$ cat src/rtl/decode_issue.sv
// rtl/decode_issue.sv - instruction decode, scoreboard hazard check and single-slot issue
module decode_issue #(
  parameter int BYPASS = 1
) (
  input  logic        clk,
  input  logic        rst_n,
  input  logic        instr_valid,
  input  logic [15:0] instr,
  output logic        instr_ready,
  output logic [15:0] alu_a,
  output logic [15:0] alu_b,
  output logic [3:0]  alu_op,
  output logic [1:0]  issue_rd,
  output logic        issue_we,
  output logic        issue_valid,
  input  logic        issue_ready,
  input  logic        wb_en,
  input  logic [1:0]  wb_addr,
  input  logic [15:0] wb_data,
  output logic        illegal_op
);

  logic [15:0] regs [4];
  logic [3:0]  pending;
  logic [3:0]  pending_nxt;

  logic [3:0]  opc;
  logic [1:0]  rd;
  logic [1:0]  rs;
  logic [1:0]  rt;
  logic [7:0]  imm8;

  assign opc  = instr[15:12];
  assign rd   = instr[11:10];
  assign rs   = instr[9:8];
  assign rt   = instr[7:6];
  assign imm8 = instr[7:0];

  // Writeback landing on a field this cycle
  logic wb_hit_s;
  logic wb_hit_t;
  logic wb_hit_d;

  assign wb_hit_s = wb_en && (wb_addr == rs);
  assign wb_hit_t = wb_en && (wb_addr == rt);
  assign wb_hit_d = wb_en && (wb_addr == rd);

  // Source values, forwarded from the writeback port when bypass is enabled
  logic [15:0] val_s;
  logic [15:0] val_t;

  assign val_s = ((BYPASS != 0) && wb_hit_s) ? wb_data : regs[rs];
  assign val_t = ((BYPASS != 0) && wb_hit_t) ? wb_data : regs[rt];

  // Without bypass a same-cycle writeback still counts as busy: the register
  // file only holds the new value after the edge.
  logic busy_s;
  logic busy_t;
  logic busy_d;

  assign busy_s = (pending[rs] && !wb_hit_s) || ((BYPASS == 0) && wb_hit_s);
  assign busy_t = (pending[rt] && !wb_hit_t) || ((BYPASS == 0) && wb_hit_t);
  assign busy_d = pending[rd] && !wb_hit_d;

  logic        use_rs;
  logic        use_rt;
  logic        writes;
  logic        illegal;
  logic [3:0]  d_op;
  logic [15:0] d_a;
  logic [15:0] d_b;

  // Opcode decode: operand selection, ALU op and register usage
  always_comb begin
    use_rs  = 1'b1;
    use_rt  = 1'b0;
    writes  = 1'b1;
    illegal = 1'b0;
    d_op    = opc;
    d_a     = val_s;
    d_b     = 16'h0000;
    case (opc)
      4'd0, 4'd1, 4'd2, 4'd3: begin
        use_rt = 1'b1;
        d_b    = val_t;
      end
      4'd4, 4'd5, 4'd6, 4'd7: begin
        d_b = 16'h0000;
      end
      4'd8: begin
        use_rs = 1'b0;
        d_a    = 16'h0000;
        d_b    = {8'h00, imm8};
      end
      4'd9, 4'd10: begin
        use_rt = 1'b1;
        writes = 1'b0;
        d_b    = val_t;
      end
      4'd11, 4'd12: begin
        writes = 1'b0;
      end
      4'd13: begin
        d_op = 4'd0;
        d_b  = {{8{imm8[7]}}, imm8};
      end
      4'd14: begin
        d_op = 4'd3;
        d_b  = {8'h00, imm8};
      end
      default: begin
        illegal = 1'b1;
        use_rs  = 1'b0;
        writes  = 1'b0;
        d_op    = 4'd0;
        d_a     = 16'h0000;
      end
    endcase
  end

  logic hazard;
  logic accept;
  logic issue;

  assign hazard      = (use_rs && busy_s) || (use_rt && busy_t) || (writes && busy_d);
  assign instr_ready = rst_n && (!issue_valid || issue_ready) && (illegal || !hazard);
  assign accept      = instr_valid && instr_ready;
  assign issue       = accept && !illegal;

  // Scoreboard next state: writeback clears, a new writer sets (set wins)
  always_comb begin
    pending_nxt = pending;
    if (wb_en) begin
      pending_nxt[wb_addr] = 1'b0;
    end
    if (issue && writes) begin
      pending_nxt[rd] = 1'b1;
    end
  end

  // Scoreboard and register file
  always_ff @(posedge clk or negedge rst_n) begin
    if (!rst_n) begin
      pending <= 4'b0000;
      for (int i = 0; i < 4; i++) begin
        regs[i] <= 16'h0000;
      end
    end else begin
      pending <= pending_nxt;
      if (wb_en) begin
        regs[wb_addr] <= wb_data;
      end
    end
  end

  // Issue slot: load on a legal accept, drain when taken, hold while stalled
  always_ff @(posedge clk or negedge rst_n) begin
    if (!rst_n) begin
      issue_valid <= 1'b0;
      alu_a       <= 16'h0000;
      alu_b       <= 16'h0000;
      alu_op      <= 4'd0;
      issue_rd    <= 2'd0;
      issue_we    <= 1'b0;
    end else if (issue) begin
      issue_valid <= 1'b1;
      alu_a       <= d_a;
      alu_b       <= d_b;
      alu_op      <= d_op;
      issue_rd    <= rd;
      issue_we    <= writes;
    end else if (issue_ready) begin
      issue_valid <= 1'b0;
    end
  end

  // One-cycle flag for a consumed illegal opcode
  always_ff @(posedge clk or negedge rst_n) begin
    if (!rst_n) begin
      illegal_op <= 1'b0;
    end else begin
      illegal_op <= accept && illegal;
    end
  end

endmodule

$ cat config.mk
export PLATFORM = sky130hd
export DESIGN_NAME = decode_issue
export DESIGN_NICKNAME = d
export VERILOG_FILES = /design/src/rtl/decode_issue.sv
export SDC_FILE = /design/constraint.sdc
export NUM_CORES = 1
export LEC_CHECK = 0
export CAP_MARGIN = 30
export CELL_PAD_IN_SITES_DETAIL_PLACEMENT = 1
export CELL_PAD_IN_SITES_GLOBAL_PLACEMENT = 2
export CORE_MARGIN = 1.5
export CORE_UTILIZATION = 41
export DETAILED_ROUTE_END_ITERATION = 8
export GPL_ROUTABILITY_DRIVEN = 1
export PLACE_DENSITY = 0.94
export SLEW_MARGIN = 15
export SYNTH_ARGS = -nofsm -noshare
export SYNTH_HDL_FRONTEND = slang
export SYNTH_SLANG_ARGS = --single-unit
$ cat constraint.sdc
create_clock -name clk -period 3.8 [get_ports clk]
set_input_delay 0.57 -clock clk [delete_from_list [all_inputs] [get_ports clk]]
set_output_delay 0.57 -clock clk [all_outputs]
set_load 0.005 [all_outputs]
Word level (Yosys, flattened, before mapping):

Index checks and enable logic that the tools add are counted.

* bits of input ports: 39
* flip-flop bits (word level): 109
* logic and storage cells: 112
* output and inout port bits: 42

* equality and inequality tests: 17
* reduce and logical (&&, ||, !) cells: 35
* bitwise operators: 6
* $lt $le $gt $ge: 10
* multiplexer cells: 32

Operators by type and width (number)
* $mux 16: 8
* $bmux 16 s2: 2
* $bwmux 64: 1
* $pmux 16 s3: 1
* $demux 16 s2: 1
* $eq 4x4->1 const B: 7
* $logic_and 1x1->1: 18
* $eq 4x3->1 const B: 4
* $reduce_or 15->1: 1
* $reduce_or 14->1: 1
* $reduce_or 13->1: 1
* $lt 2x3->1 const B: 4
* $mux 1: 11
* $reduce_or 11->1: 1
* $ge 3x3->1 const B: 3
* $not 2->3: 3
* $eq 4x2->1 const B: 2
* $mux 4: 2
* $pmux 4 s2: 1
* $bmux 1 s2: 3
* $eq 2x2->1: 3
* $reduce_or 6->1: 1
* $logic_not 1->1: 5
* $and 4x4->4: 1
* other kinds (10): 15

Logic depth before layout (Yosys ltp):

* depth after elaboration: 14
* depth in mapped cells: 8
* gate-level depth less buffers: 5

Least setup slack after synthesis:

No wires, ideal clock.

* path kind: input port to flip-flop
* from: input instr[8]
* to: register alu_a[0]
* stages: 7
* required time: 3673 ps
* slack: 1347 ps
* buffers on the path: 3
* arrival time: 2325 ps
* path through: buf_6 -> mux4_2 -> a32oi_2 -> and4_1 -> buf_6 -> buf_6 -> mux2_1

* cells in the longest elaborated chain, start to end: 12
* elaborated cells between the ends (all ways): 20
* classes of those cells: 1 x eq/ne; 7 x mux; 1 x bitwise; 11 x reduce/logical

Ends and longest elaborated chain
* start, declared: line 8 `input logic [15:0] instr,`
* $eq 2x2->1: line 44 `assign wb_hit_s = wb_en && (wb_addr == rs);`
* $logic_and 1x1->1: line 44
* $logic_not 1->1: line 61 `assign busy_s = (pending[rs] && !wb_hit_s) || ((BYPASS == 0) && wb_hit_s);`
* $logic_and 1x1->1: line 61
* $logic_and 1x1->1: line 125 `assign hazard = (use_rs && busy_s) || (use_rt && busy_t) || (writes && busy_d);`
* $logic_or 1x1->1 (2 in series): line 125
* $logic_not 1->1: line 126 `assign instr_ready = rst_n && (!issue_valid || issue_ready) && (illegal || !hazard);`
* $logic_or 1x1->1: line 126
* $logic_and 1x1->1: line 126
* $logic_and 1x1->1: line 127 `assign accept = instr_valid && instr_ready;`
* $logic_and 1x1->1: line 128 `assign issue = accept && !illegal;`
* end signal, assigned: line 160 `alu_a <= 16'h0000;`
* end signal, assigned: line 167 `alu_a <= d_a;`
* end, declared: line 10 `output logic [15:0] alu_a,`

Several ways; a longest one is shown, not always the timed one. The select of a mux whose other input is x is not followed.
A chain may end at the register's enable or synchronous reset.

Worst setup path in the final report:

* from: input instr[8]
* to: output instr_ready

* cells in the longest elaborated chain, start to end: 10
* elaborated cells between the ends (all ways): 12
* classes of those cells: 1 x eq/ne; 2 x mux; 9 x reduce/logical

Ends and longest elaborated chain
* $eq 2x2->1: line 44
* $logic_and 1x1->1: line 44
* $logic_not 1->1: line 61
* $logic_and 1x1->1 (*): line 61
* $logic_and 1x1->1 (*): line 125
* $logic_or 1x1->1 (*) (2 in series): line 125
* $logic_not 1->1 (*): line 126
* $logic_or 1x1->1 (*): line 126
* $logic_and 1x1->1 (*): line 126
* end, declared: line 9 `output logic instr_ready,`

Mark *: on every way between the ends. The rest lies on a longest branch, timed or not. The select of a mux whose other input is x is not followed.

==> impl_results.md <==
- Syn Nets: 461
- Average cell area after synthesis: 13.7 µm²
- Startpoint Class: input port
- Synth top area share: 47.3%
- Max Freq: 290 MHz
- Buffers & Inverters on Critical Path: 2
- RSZ-0062 raised after global routing: false
- Synth-to-Final Area Change: 21.3%
- Final worst setup slack: 0.348 ns
- Commonest cells post-synth: dfrtp_1, mux2_2, mux2_1, nand2_1, mux4_2
- Routability congestion estimate: 0.734
- Max clock buf depth: 2
- Remaining antenna violation count: 0
- Cell taking the most area after synthesis: dfrtp_1
- Chip width: 122 µm
- First-pass GRT wire length: 24.5 mm
- Design Area, Final: 0.00699 mm²
- CTS buffer count: 9
- Initial antenna violation count: 0
- Drt pass-1 iters: 4
- Top delay family on crit path: buffers and inverters
- WP data required: 3.23 ns
- Final Cycle Share: 90.8%
- Reg2Reg Capture Point: alu_b[1]$_DFFE_PN0P_
- Hold-fix buffers, CTS: 0
- Cell with the most instances after synthesis: dfrtp_1
- Top_reg_cell synth: dfrtp_1
- CTS sink cnt: 109
- Min-Delay Path Class: in2async
- Critical path arrival: 2.88 ns
- Async SR Flop Fraction: 100%
- Non-Filler Instances: 684
- Drt wl/cell: 22.5 µm
- CP max stage delay: 0.63 ns
- Pwr/cell area: 539 mW/mm²
- Status: completed
- Layout cell share with drive strength beyond 1: 25.2%
- Vias: 3962
- Die span in y: 122 µm
- Path type of the worst setup path: in2out
- Crit path capture type: output port
- #FFs+latches synth: 109
- Final core occ: 50.7%
- Worst-path fanout max: 7
- Reg2reg start: pending[3]$_DFF_PN0_
- Vias/cell: 5.79
- Nets: 538
- Setup TNS: 0 ns
- I/O pins: 81
- Netlist cell types: 40
- Worst relative slew slack: 38.1%
- Cts repair resizes: 0
- CP max-delay cell: clkdlybuf4s50_1
- CTS tree: built
- Post-synthesis sequential area ratio: 47.3%
- Antenna diode count: 0
- # setup viols final: 0
- Power Total: 3.77 mW
- Root buffer cell: clkbuf_16
- Leakage power: 2.95 nW
- Clock slew at reported path FFs: 0.08 ns
- Worst clock skew: 0.0127 ns
- Post-Place Setup Slack: 0.341 ns
- H-Tree Depth: 3
- FF-to-FF path depth: 6
- Post-Synthesis Cells: 422
- Total track usage: 22.1%
- Post-Route WL: 15.4 mm
- Reg-to-reg slack, setup: 1.25 ns
- Max Cap Viol: 0
- Largest cells by area after synthesis: dfrtp_1, mux4_2, mux2_2
- Min Tclk post-route: 3.45 ns
- Post-synth EDFFs: 0
- Number of global-route vias before repair: 4455
- Worst skew pair latency: 0.37 ns
- Post-CTS Setup Bufs: 0
- Die area: 0.0148 mm²
- Final hold slack: 0.321 ns
- Synthesized area: 0.00576 mm²
- Std cell rows: 43
- # DRC: 0
- Placed instance area: 0.00672 mm²
- Port Buf Inserts: 80
- Max Transition Viols Final: 0
- Synthesis Warnings: 0
- Dpl hpwl: 10.1 mm
- Final Hold Fails: 0
- Largest vdd supply drop: 237 µV
- Iter 0 DRT Violations: 285
- Core Area: 0.0138 mm²
- Inst Count DP: 668
- Largest net degree at the start of global routing: 63
- Most common cell type on the critical path: clkdlybuf4s50_1
- GR Overflow Total: 0
- Crit-path cells: clkdlybuf4s50_1, mux4_2, a32oi_2, and4_1, clkdlybuf4s50_1
- Initial Util: 41.8%
- Worst-Margin Slew: 0.925 ns
==> report_power, final <==
group          total [mW]  internal (mW)  leakage (nW)  switching [mW]
combinational        1.18          0.757          1.50           0.428
clock               0.896          0.445         0.129           0.451
sequential           1.69           1.48          1.32           0.207
total                3.77           2.68          2.95            1.09
==> worst max path at each step <==
stage / start / to / slack [ns] / cells after the start
after floorplan: instr[8] / alu_a[0]$_DFFE_PN0P_ / 1.35 / 7
after global placement: instr[8] / instr_ready / 0.37 / 5
after detailed placement: instr[8] / instr_ready / 0.34 / 5
after CTS: instr[8] / instr_ready / 0.34 / 5
after global routing: instr[12] / instr_ready / 0.26 / 6
final: instr[8] / instr_ready / 0.35 / 5
==> placed cells by master (no fill, tap or decap), types with 3 or more instances in the layout <==
cell / n
dfrtp_1: 109
clkdlybuf4s50_1: 79
mux2_2: 55
mux2_1: 45
nand2_1: 36
mux4_2: 35
a21oi_1: 18
buf_4: 18
mux2i_1: 17
o21ai_0: 10
clkbuf_16: 9
o2bb2ai_1: 8
nand3_1: 6
inv_1: 6
xnor2_1: 5
and3_1: 5
nor2_1: 5
xor2_1: 3
nand3b_1: 3
nor2b_1: 3
a32o_1: 3
clkinv_2: 3
==> per-layer routing <==
layer	wire length [µm]	global-route usage [%]	vias to the layer above
met1	6530	28.3	2102
met2	7860	38.0	99
met4	308	7.94	0
met3	681	3.56	26
met5	0	0	-
li1	-	-	1735
==> cell families (layout without fill, tap and decap cells) <==
| family | Yosys count | count (layout) | synth area share (%) |
|---|---|---|---|
| xor+xnor | 8 | 8 | 1.22 |
| flops | 109 | 109 | 47.3 |
| compound gates | 51 | 51 | 6.04 |
| mux | 152 | 152 | 36.2 |
| buf+inv | 37 | 119 | 3.78 |
| simple gates | 65 | 65 | 5.45 |
==> state kept, by name, summed over array words and instances, names as in the netlist, 2 cells and up <==
register	cells
regs	64
alu_b	16
issue_rd	2
pending	4
alu_a	16
alu_op	4
==> layout make-up <==
type	count	area (µm²)
Sequential cell	109	2730
Fill cell	1401	6790
Clock buffer	10	229
Multi-Input combinational cell	276	2820
Tap cell	180	225
Timing Repair Buffer	97	926
Inverter	6	22.5
Clock inverter	6	38.8
==> worst reg2reg max path, cell delays in order (launching register included) <==
cell     delay [ns]
dfrtp_1        0.42
mux4_2         0.47
o31a_1         0.13
a32oi_2        0.31
and4_2         0.30
buf_4          0.38
mux2_1         0.41
No activity file was read; power rests on OpenSTA's default activity.
